--- config.mk ---
export PLATFORM = sky130hd
export DESIGN_NAME = mcb_port_cmd_arbiter_flat
export DESIGN_NICKNAME = d
export VERILOG_FILES = /design/src/rtl/mcb_arb_pkg.sv /design/src/rtl/mcb_port_cmd_arbiter_if.sv /design/src/rtl/mcb_port_cmd_arbiter.sv /design/src/flat_wrapper.sv
export SDC_FILE = /design/constraint.sdc
export NUM_CORES = 1
export LEC_CHECK = 0
export BUFFER_PORTS_ARGS = -buffer_cell sky130_fd_sc_hd__buf_2
export CORE_MARGIN = 4
export CORE_UTILIZATION = 49
export DETAILED_ROUTE_END_ITERATION = 10
export HOLD_SLACK_MARGIN = 0.15
export PLACE_DENSITY = 0.85
export SYNTH_ARGS = -nofsm -noshare
export SYNTH_HDL_FRONTEND = slang
export SYNTH_SLANG_ARGS = --single-unit
export TNS_END_PERCENT = 20
--- constraint.sdc ---
create_clock -name clk -period 3.1 [get_ports clk]
set_input_delay 0.155 -clock clk [delete_from_list [all_inputs] [get_ports clk]]
set_output_delay 0.155 -clock clk [all_outputs]
set_load 0.02 [all_outputs]
--- src/rtl/mcb_arb_pkg.sv ---
// Shared FSM state encoding and MCB instruction codes for the port command arbiter.
package mcb_arb_pkg;

    typedef enum logic [1:0] {
        WAIT_CAL = 2'd0,
        ARB      = 2'd1,
        ISSUE    = 2'd2,
        GAP      = 2'd3
    } arb_state_e;

    localparam logic [2:0] MCB_INSTR_WR = 3'b000;
    localparam logic [2:0] MCB_INSTR_RD = 3'b001;

    // 64-bit ports need 8-byte alignment, 32-bit ports need 4-byte alignment.
    function automatic logic addr_misaligned(input logic [2:0] low, input bit port_64);
        return port_64 ? (low != 3'b000) : (low[1:0] != 2'b00);
    endfunction

endpackage

--- src/rtl/mcb_port_cmd_arbiter_if.sv ---
// Command-path signals between the two requesters, the arbiter and the MCB command port.
interface mcb_port_cmd_arbiter_if #(
    parameter int unsigned ADDR_BITS = 30
);
    logic                 mem_calib_done;
    logic                 port_cmd_full;
    logic                 port_cmd_en;
    logic [2:0]           port_cmd_instr;
    logic [5:0]           port_cmd_bl;
    logic [ADDR_BITS-1:0] port_cmd_byte_addr;

    logic                 r0_cmd_req;
    logic [2:0]           r0_cmd_instr;
    logic [5:0]           r0_cmd_bl;
    logic [ADDR_BITS-1:0] r0_cmd_byte_addr;
    logic                 r0_cmd_ack;

    logic                 r1_cmd_req;
    logic [2:0]           r1_cmd_instr;
    logic [5:0]           r1_cmd_bl;
    logic [ADDR_BITS-1:0] r1_cmd_byte_addr;
    logic                 r1_cmd_ack;

    logic                 grant_id;
    logic                 busy;
    logic                 err_align;

    modport master (
        output mem_calib_done, port_cmd_full,
        output r0_cmd_req, r0_cmd_instr, r0_cmd_bl, r0_cmd_byte_addr,
        output r1_cmd_req, r1_cmd_instr, r1_cmd_bl, r1_cmd_byte_addr,
        input  port_cmd_en, port_cmd_instr, port_cmd_bl, port_cmd_byte_addr,
        input  r0_cmd_ack, r1_cmd_ack, grant_id, busy, err_align
    );

    modport slave (
        input  mem_calib_done, port_cmd_full,
        input  r0_cmd_req, r0_cmd_instr, r0_cmd_bl, r0_cmd_byte_addr,
        input  r1_cmd_req, r1_cmd_instr, r1_cmd_bl, r1_cmd_byte_addr,
        output port_cmd_en, port_cmd_instr, port_cmd_bl, port_cmd_byte_addr,
        output r0_cmd_ack, r1_cmd_ack, grant_id, busy, err_align
    );

endinterface

--- src/rtl/mcb_port_cmd_arbiter.sv ---
// Two-requester arbiter for one MCB command port: fixed priority to r0 (display reads)
// with a starvation guard that forces an r1 grant after MAX_CONSEC back-to-back r0 grants.
module mcb_port_cmd_arbiter
    import mcb_arb_pkg::*;
#(
    parameter int unsigned MAX_CONSEC   = 4,
    parameter bit          PORT_64_BITS = 1'b0,
    parameter int unsigned ADDR_BITS    = 30
) (
    input logic                   clk,
    input logic                   reset_n,
    mcb_port_cmd_arbiter_if.slave bus
);

    localparam int unsigned     CntW   = $clog2(MAX_CONSEC + 1);
    localparam logic [CntW-1:0] CntMax = CntW'(MAX_CONSEC);

    arb_state_e           state;
    logic [CntW-1:0]      starve_cnt;
    logic                 cmd_en_q;
    logic                 ack0_q;
    logic                 ack1_q;
    logic                 grant_q;
    logic                 err_q;
    logic [2:0]           instr_q;
    logic [5:0]           bl_q;
    logic [ADDR_BITS-1:0] addr_q;

    logic                 pick_r1;
    logic [2:0]           win_instr;
    logic [5:0]           win_bl;
    logic [ADDR_BITS-1:0] win_addr;

    always_comb begin
        pick_r1   = bus.r1_cmd_req && (!bus.r0_cmd_req || (starve_cnt == CntMax));
        win_instr = pick_r1 ? bus.r1_cmd_instr : bus.r0_cmd_instr;
        win_bl    = pick_r1 ? bus.r1_cmd_bl : bus.r0_cmd_bl;
        win_addr  = pick_r1 ? bus.r1_cmd_byte_addr : bus.r0_cmd_byte_addr;
    end

    always_ff @(posedge clk or negedge reset_n) begin
        if (!reset_n) begin
            state      <= WAIT_CAL;
            starve_cnt <= '0;
            cmd_en_q   <= 1'b0;
            ack0_q     <= 1'b0;
            ack1_q     <= 1'b0;
            grant_q    <= 1'b0;
            err_q      <= 1'b0;
            instr_q    <= '0;
            bl_q       <= '0;
            addr_q     <= '0;
        end else begin
            cmd_en_q <= 1'b0;
            ack0_q   <= 1'b0;
            ack1_q   <= 1'b0;
            unique case (state)
                WAIT_CAL: if (bus.mem_calib_done) state <= ARB;
                ARB: begin
                    if (!bus.r1_cmd_req) starve_cnt <= '0;
                    if (!bus.mem_calib_done) begin
                        state <= WAIT_CAL;
                    end else if (!bus.port_cmd_full && (bus.r0_cmd_req || bus.r1_cmd_req)) begin
                        state    <= ISSUE;
                        cmd_en_q <= 1'b1;
                        ack0_q   <= !pick_r1;
                        ack1_q   <= pick_r1;
                        grant_q  <= pick_r1;
                        instr_q  <= win_instr;
                        bl_q     <= win_bl;
                        addr_q   <= win_addr;
                        // Flag is raised alongside cmd_en; the command still goes out.
                        err_q    <= err_q | addr_misaligned(win_addr[2:0], PORT_64_BITS);
                        if (pick_r1) begin
                            starve_cnt <= '0;
                        end else if (bus.r1_cmd_req && (starve_cnt != CntMax)) begin
                            starve_cnt <= starve_cnt + 1'b1;
                        end
                    end
                end
                ISSUE:   state <= GAP;
                GAP:     state <= ARB;
                default: state <= WAIT_CAL;
            endcase
        end
    end

    assign bus.port_cmd_en        = cmd_en_q;
    assign bus.port_cmd_instr     = instr_q;
    assign bus.port_cmd_bl        = bl_q;
    assign bus.port_cmd_byte_addr = addr_q;
    assign bus.r0_cmd_ack         = ack0_q;
    assign bus.r1_cmd_ack         = ack1_q;
    assign bus.grant_id           = grant_q;
    assign bus.busy               = (state == ISSUE) || (state == GAP);
    assign bus.err_align          = err_q;

endmodule

--- src/flat_wrapper.sv ---
// flat-port wrapper written by rule: the top's interface ports become plain ports
module mcb_port_cmd_arbiter_flat import mcb_arb_pkg::*;
#(
    parameter int unsigned MAX_CONSEC   = 4,
    parameter bit          PORT_64_BITS = 1'b0,
    parameter int unsigned ADDR_BITS    = 30
)
  (clk, reset_n, bus_mem_calib_done, bus_port_cmd_full, bus_r0_cmd_req, bus_r0_cmd_instr, bus_r0_cmd_bl, bus_r0_cmd_byte_addr, bus_r1_cmd_req, bus_r1_cmd_instr, bus_r1_cmd_bl, bus_r1_cmd_byte_addr, bus_port_cmd_en, bus_port_cmd_instr, bus_port_cmd_bl, bus_port_cmd_byte_addr, bus_r0_cmd_ack, bus_r1_cmd_ack, bus_grant_id, bus_busy, bus_err_align);
  mcb_port_cmd_arbiter_if #(.ADDR_BITS(ADDR_BITS)) bus_i ();
  input logic clk;
  input logic reset_n;
  input wire logic [$bits(bus_i.mem_calib_done)-1:0] bus_mem_calib_done;
  input wire logic [$bits(bus_i.port_cmd_full)-1:0] bus_port_cmd_full;
  input wire logic [$bits(bus_i.r0_cmd_req)-1:0] bus_r0_cmd_req;
  input wire logic [$bits(bus_i.r0_cmd_instr)-1:0] bus_r0_cmd_instr;
  input wire logic [$bits(bus_i.r0_cmd_bl)-1:0] bus_r0_cmd_bl;
  input wire logic [$bits(bus_i.r0_cmd_byte_addr)-1:0] bus_r0_cmd_byte_addr;
  input wire logic [$bits(bus_i.r1_cmd_req)-1:0] bus_r1_cmd_req;
  input wire logic [$bits(bus_i.r1_cmd_instr)-1:0] bus_r1_cmd_instr;
  input wire logic [$bits(bus_i.r1_cmd_bl)-1:0] bus_r1_cmd_bl;
  input wire logic [$bits(bus_i.r1_cmd_byte_addr)-1:0] bus_r1_cmd_byte_addr;
  output wire logic [$bits(bus_i.port_cmd_en)-1:0] bus_port_cmd_en;
  output wire logic [$bits(bus_i.port_cmd_instr)-1:0] bus_port_cmd_instr;
  output wire logic [$bits(bus_i.port_cmd_bl)-1:0] bus_port_cmd_bl;
  output wire logic [$bits(bus_i.port_cmd_byte_addr)-1:0] bus_port_cmd_byte_addr;
  output wire logic [$bits(bus_i.r0_cmd_ack)-1:0] bus_r0_cmd_ack;
  output wire logic [$bits(bus_i.r1_cmd_ack)-1:0] bus_r1_cmd_ack;
  output wire logic [$bits(bus_i.grant_id)-1:0] bus_grant_id;
  output wire logic [$bits(bus_i.busy)-1:0] bus_busy;
  output wire logic [$bits(bus_i.err_align)-1:0] bus_err_align;
  assign bus_i.mem_calib_done = bus_mem_calib_done;
  assign bus_i.port_cmd_full = bus_port_cmd_full;
  assign bus_i.r0_cmd_req = bus_r0_cmd_req;
  assign bus_i.r0_cmd_instr = bus_r0_cmd_instr;
  assign bus_i.r0_cmd_bl = bus_r0_cmd_bl;
  assign bus_i.r0_cmd_byte_addr = bus_r0_cmd_byte_addr;
  assign bus_i.r1_cmd_req = bus_r1_cmd_req;
  assign bus_i.r1_cmd_instr = bus_r1_cmd_instr;
  assign bus_i.r1_cmd_bl = bus_r1_cmd_bl;
  assign bus_i.r1_cmd_byte_addr = bus_r1_cmd_byte_addr;
  assign bus_port_cmd_en = bus_i.port_cmd_en;
  assign bus_port_cmd_instr = bus_i.port_cmd_instr;
  assign bus_port_cmd_bl = bus_i.port_cmd_bl;
  assign bus_port_cmd_byte_addr = bus_i.port_cmd_byte_addr;
  assign bus_r0_cmd_ack = bus_i.r0_cmd_ack;
  assign bus_r1_cmd_ack = bus_i.r1_cmd_ack;
  assign bus_grant_id = bus_i.grant_id;
  assign bus_busy = bus_i.busy;
  assign bus_err_align = bus_i.err_align;
  mcb_port_cmd_arbiter #(.MAX_CONSEC(MAX_CONSEC), .PORT_64_BITS(PORT_64_BITS), .ADDR_BITS(ADDR_BITS)) u_core (.clk(clk), .reset_n(reset_n), .bus(bus_i));
endmodule
Word-level counts from Yosys, hierarchy flattened
Index checks and enable logic that the tools add are counted.
- input bits: 84
- output and inout bits: 45
- register bits: 49
- logic and storage cells: 53
- muxes and demuxes: 21
- reductions and logical operators: 13
- bitwise logic cells: 1
- eq/ne operators: 7
- add/subtract/negate cells: 1
- operator list (operator ; number):
    $mux 30 ; 1
    $mux 3 ; 6
    $mux 1 ; 9
    $pmux 2 s4 ; 1
    $mux 2 ; 3
    $mux 6 ; 1
    $eq 2x2->1 const B ; 2
    $add 3x1->3 const B ; 1
    $eq 3x3->1 const B ; 1
    $logic_and 1x1->1 ; 3
    $logic_not 1->1 ; 3
    $logic_or 1x1->1 ; 3
    $ne 3x2->1 const B ; 1
    $ne 3x3->1 const B ; 1
    $reduce_and 3->1 ; 1
    $eq 2x1->1 const B ; 1
    $logic_not 2->1 ; 1
    $ne 2x2->1 const B ; 1
    $reduce_and 2->1 ; 1
    $reduce_bool 2->1 ; 1
    $or 1x1->1 ; 1

Logic depth before layout (Yosys ltp)
- word-level depth: 7
- gate-level depth with buffers: 7
- mapped depth without buffers: 6

Worst setup path after synthesis
OpenSTA, ideal clock, no wires.
- kind: register -> register
- from: register u_core.state[1]
- to: register u_core.starve_cnt[2]
- buffers on the path: 0
- cell stages (with the launch flop): 6
- path slack: 1.597 ns
- period minus slack after synthesis: 1.503 ns
- arrival time: 1.422 ns
- library setup time: 0.082 ns
- data required time: 3.018 ns
- cells stage by stage: dfrtp_1 -> inv_1 -> ha_1 -> nand2_1 -> or4_1 -> a31oi_1
- longest elaborated chain between the ends: 1
- RTL lines (what ; RTL line ; source):
    from (decl) ; mcb_port_cmd_arbiter.sv:18 ; arb_state_e state;
    from (signal assigned) ; mcb_port_cmd_arbiter.sv:43 ; state <= WAIT_CAL;
    from (signal assigned) ; mcb_port_cmd_arbiter.sv:58 ; WAIT_CAL: if (bus.mem_calib_done) state <= ARB;
    from (signal assigned) ; mcb_port_cmd_arbiter.sv:62 ; state <= WAIT_CAL;
    $eq 2x1->1 ; mcb_port_cmd_arbiter.sv:57 ; unique case (state)
    to (signal assigned) ; mcb_port_cmd_arbiter.sv:77 ; starve_cnt <= starve_cnt + 1'b1;
    to (decl) ; mcb_port_cmd_arbiter.sv:19 ; logic [CntW-1:0] starve_cnt;
No other way between the ends.
A chain may end at the register's enable or synchronous reset.

Worst setup path after layout
- from: register u_core.state[1]
- to: register u_core.addr_q[29], in the netlist u_core.bus.port_cmd_byte_addr[29]
- longest elaborated chain between the ends: 2
- RTL lines (what ; RTL line ; source):
    $eq 2x1->1 ; mcb_port_cmd_arbiter.sv:57 ;
    $reduce_and 3->1 (no source line) ; - ;
    to (signal assigned) ; mcb_port_cmd_arbiter.sv:71 ; addr_q <= win_addr;
    to (decl) ; mcb_port_cmd_arbiter.sv:27 ; logic [ADDR_BITS-1:0] addr_q;
No other way between the ends.

==> impl_summary.log <==
INFO  metric status = finished, final reports clean
INFO  metric core-area = 4880 µm²
INFO  metric antenna_violations_before_repair = 0
INFO  metric crit_start = u_core.state[1]
INFO  metric synth_area_per_cell = 10.49 µm²
INFO  metric drt_wl_total = 8741 µm
INFO  metric share_comb_of_total_power = 46.2%
INFO  metric hold-path-endpoint = u_core.bus.port_cmd_byte_addr[20]
INFO  metric cts_num_sinks = 49
INFO  metric clock_tree.root_cell = clkbuf_8
INFO  metric worst_skew_pair.late_latency = 0.30 ns
INFO  metric top_usage_layer = met2
INFO  metric synth_async_sr_flop_share = 100.0%
INFO  metric tritoncts_buffers = 5
INFO  metric buffer_ports.inserted = 128
INFO  metric sw_frac_of_total = 40.02%
INFO  metric power.sequential.fraction = 37.6%
INFO  metric grt_util_all_layers = 27.57%
INFO  metric hold_path_depth = 3
INFO  metric ctsLongestPathBuffers = 2
INFO  metric number_of_pins_with_negative_max_slew_slack_in_the_final_report = 0
INFO  metric tns = 0 ns
INFO  metric fin_crit_sh = 71.53%
INFO  metric htreeDepth = 2
INFO  metric pin_count = 129
INFO  metric startpoint_type_of_the_worst_setup_path = register
INFO  metric power.net_switching = 1.162 mW
INFO  metric grt_util_met3 = 5.493%
INFO  metric detail_route.first_pass.iterations = 5
INFO  metric clockPowerShare = 16.2%
INFO  metric cts_tree = built
INFO  metric syn_nets = 333
INFO  metric grt_start_max_net_pins = 50
INFO  metric max_freq = 450.9 MHz
INFO  metric grt_pass1_vias = 2,824
INFO  metric cell_internal_pwr = 1.742 mW
INFO  metric ratio_of_cells_with_drive_above_1_in_the_final_layout = 37.28%
INFO  metric fin_skew = 0.006461 ns
INFO  metric cts.reportedPaths.clkPinSlew = 0.09 ns
INFO  metric row_count = 25
INFO  metric synth_seq_area_share = 48.11%
INFO  metric synth_enable_flop_cells = 0
INFO  metric leakage = 1.678 nW
INFO  metric endpoints_failing_hold = 0
INFO  metric ys_seq_elements = 49
INFO  metric detailroute.via_count = 2,827
INFO  metric timing.reg2reg.setup_slack = 0.88 ns
INFO  metric fp.dieArea = 6419 µm²
INFO  metric flow.area_growth_from_synthesis = 46.20%
INFO  metric groute.layer.met2.usage = 47.35%
INFO  metric remaining_drc_errors = 0
INFO  metric place_congestion = 0.7927
INFO  metric regToRegStartpoint = u_core.state[1]
INFO  metric number_of_setup_violations_in_the_final_report = 0
INFO  metric fill_cells = 377
INFO  metric multi_input_comb_area = 1175 µm²
INFO  metric synth-main-ff-cell = dfrtp_1
INFO  metric timing.max_slew.rel_slack = 28.91%
INFO  metric fin_hold_ws = 0.1638 ns
INFO  metric finalNetCount = 486
INFO  metric min-delay-start = bus_r1_cmd_byte_addr[20]
INFO  metric detailedRoute.firstIterationViolations = 270
INFO  metric path_class = reg2reg
INFO  metric seq_area = 1226 µm²
INFO  metric r2r.worst_path.cells = 7
INFO  metric r2r_path_end = u_core.bus.port_cmd_byte_addr[29]
INFO  metric detail-route-antenna-nets = 0
INFO  metric synth.lib_cells_used.distinct = 31
INFO  metric die_width = 80.12 µm
INFO  metric irDropWorstVdd = 0.0004394 V
INFO  metric initial_utilization = 52.23%
INFO  metric global_route.overflow_total = 0
INFO  metric n_antenna_cell = 0
INFO  metric dp.final_hpwl = 5574 µm
INFO  metric yosysWarningCount = 0
INFO  metric crit_path_max_fanout = 20
INFO  metric design_power_total = 2.904 mW
INFO  metric critical_path_required = 3.31 ns
INFO  metric worst_setup_path_end_kind = register
INFO  metric slew_at_the_pin_with_the_worst_max_slew_slack = 1.066 ns
INFO  metric cp.arrival = 2.43 ns
INFO  metric first_pass_grt_wire_length = 13,830 µm
INFO  metric die_h = 80.12 µm
INFO  metric avgRoutedWirePerCell = 18.84 µm
INFO  metric post_synth_instance_area = 2549 µm²
INFO  metric groute.layer.met1.usage = 34.50%
INFO  metric max_cap_violations = 0
INFO  metric fin_crit = 2.218 ns
INFO  metric power_density_normalized_to_cell_area = 779.4 nW/µm²
INFO  metric synthesized_instance_count = 243
INFO  metric drt-vias-per-instance = 6.093
INFO  metric timing.hold.worst.class = in2reg
INFO  metric setup_repair_after_global_routing_missed_its_margin = no
==> repair_timing <==
action	CTS	global route
endpoints found under the hold margin	87	0
hold buffers	39	0
setup buffers	0	0
resized for setup	0	0
==> cells by family (layout without fill, tap and decap cells) <==
logic type,after synthesis,after routing,synth area share [%]
fa+ha+maj,6,6,2.945
mux,1,1,0.3928
compound gates,136,136,39.32
flops,49,49,48.11
simple gates,14,14,2.994
buf+inv,37,191,6.235
==> Yosys cell counts (all sizes together), types with 2 or more instances <==
master,instances,area [µm²]
a2bb2oi,39,341.6
ha,6,75.07
a21oi,5,25.02
buf,9,53.80
o21ai,44,220.2
inv,7,26.28
dfrtp,49,1226
clkbuf,21,78.83
o31ai,2,15.01
nand4,2,12.51
a311oi,39,341.6
nor2b,2,12.51
nand2,3,11.26
==> placed cells by master (no fill, tap or decap), types with 2 or more instances in the layout <==
cell type	instances
dlygate4sd3_1	39
dfrtp_1	49
clkbuf_8	6
o21ai_0	40
a21oi_1	5
a2bb2oi_1	39
nand2_1	3
o31ai_1	2
inv_1	7
nand4_1	2
buf_2	128
nor2b_1	2
ha_1	6
buf_4	9
a311oi_1	39
o21ai_1	4
==> per-layer routing <==
layer  share of wire, %  vias up
met5                  0        -
met3                7.0       21
met4                2.2        0
li1                   -     1280
met1                 38     1365
met2                 52      161
==> sequential cells by signal, indices dropped and copies added (netlist names) <==
name,flops
u_core.bus.err_align,1
u_core.bus.port_cmd_en,1
u_core.bus.port_cmd_bl,6
u_core.starve_cnt,3
u_core.bus.r0_cmd_ack,1
u_core.bus.grant_id,1
u_core.bus.port_cmd_byte_addr,30
u_core.state,2
u_core.bus.r1_cmd_ack,1
u_core.bus.port_cmd_instr,3
==> per-stage QoR <==
| step | util [%] | area [µm²] | std cells | setup slack (ns) |
|---|---|---|---|---|
| floorplan | - | 2549 | 243 | 1.597 |
| global placement | 65.97 | 3219 | 417 | 1.065 |
| detailed placement | 65.97 | 3219 | 417 | 0.8956 |
| CTS | 76.36 | 3726 | 464 | 0.8971 |
| global route | 76.36 | 3726 | 464 | 0.7417 |
| finish | 76.36 | 3726 | 464 | 0.8824 |
==> power groups by stage <==
stage | clock [mW] | sequential, mW | combinational [mW]
finish | 0.471 | 1.09 | 1.34
global route | 0.507 | 1.12 | 1.43
CTS | 0.484 | 1.09 | 1.34
detailed placement | 0 | 1.08 | 1.31
global placement | 0 | 1.09 | 1.26
floorplan | 0 | 1.40 | 0.499
==> worst max-delay path by stage <==
stage | end | slack, ns | cells after the start
final | u_core.bus.port_cmd_byte_addr[29] | 0.88 | 7
after global routing | u_core.bus.port_cmd_byte_addr[29] | 0.74 | 7
after CTS | u_core.bus.port_cmd_bl[5] | 0.90 | 7
after floorplan | u_core.starve_cnt[2] | 1.60 | 5
after detailed placement | u_core.bus.port_cmd_bl[3] | 0.90 | 7
after global placement | u_core.bus.port_cmd_byte_addr[2] | 1.07 | 7
==> critical path: stages, from the launching register on <==
cell	delay, ns
dfrtp_1	0.41
inv_1	0.11
ha_1	0.21
and2_1	0.21
nand2_1	0.15
inv_1	0.54
buf_4	0.30
a2bb2oi_1	0.20
==> layout make-up <==
class | count | area share, %
multi-input cells | 157 | 31.53
clock buffers | 7 | 2.317
flip-flops and latches | 49 | 32.91
well taps | 67 | 2.250
inverters | 7 | 0.7052
clock inverters | 1 | 0.8059
repair buffers | 176 | 29.48
Power figures use the tool's default switching activity.
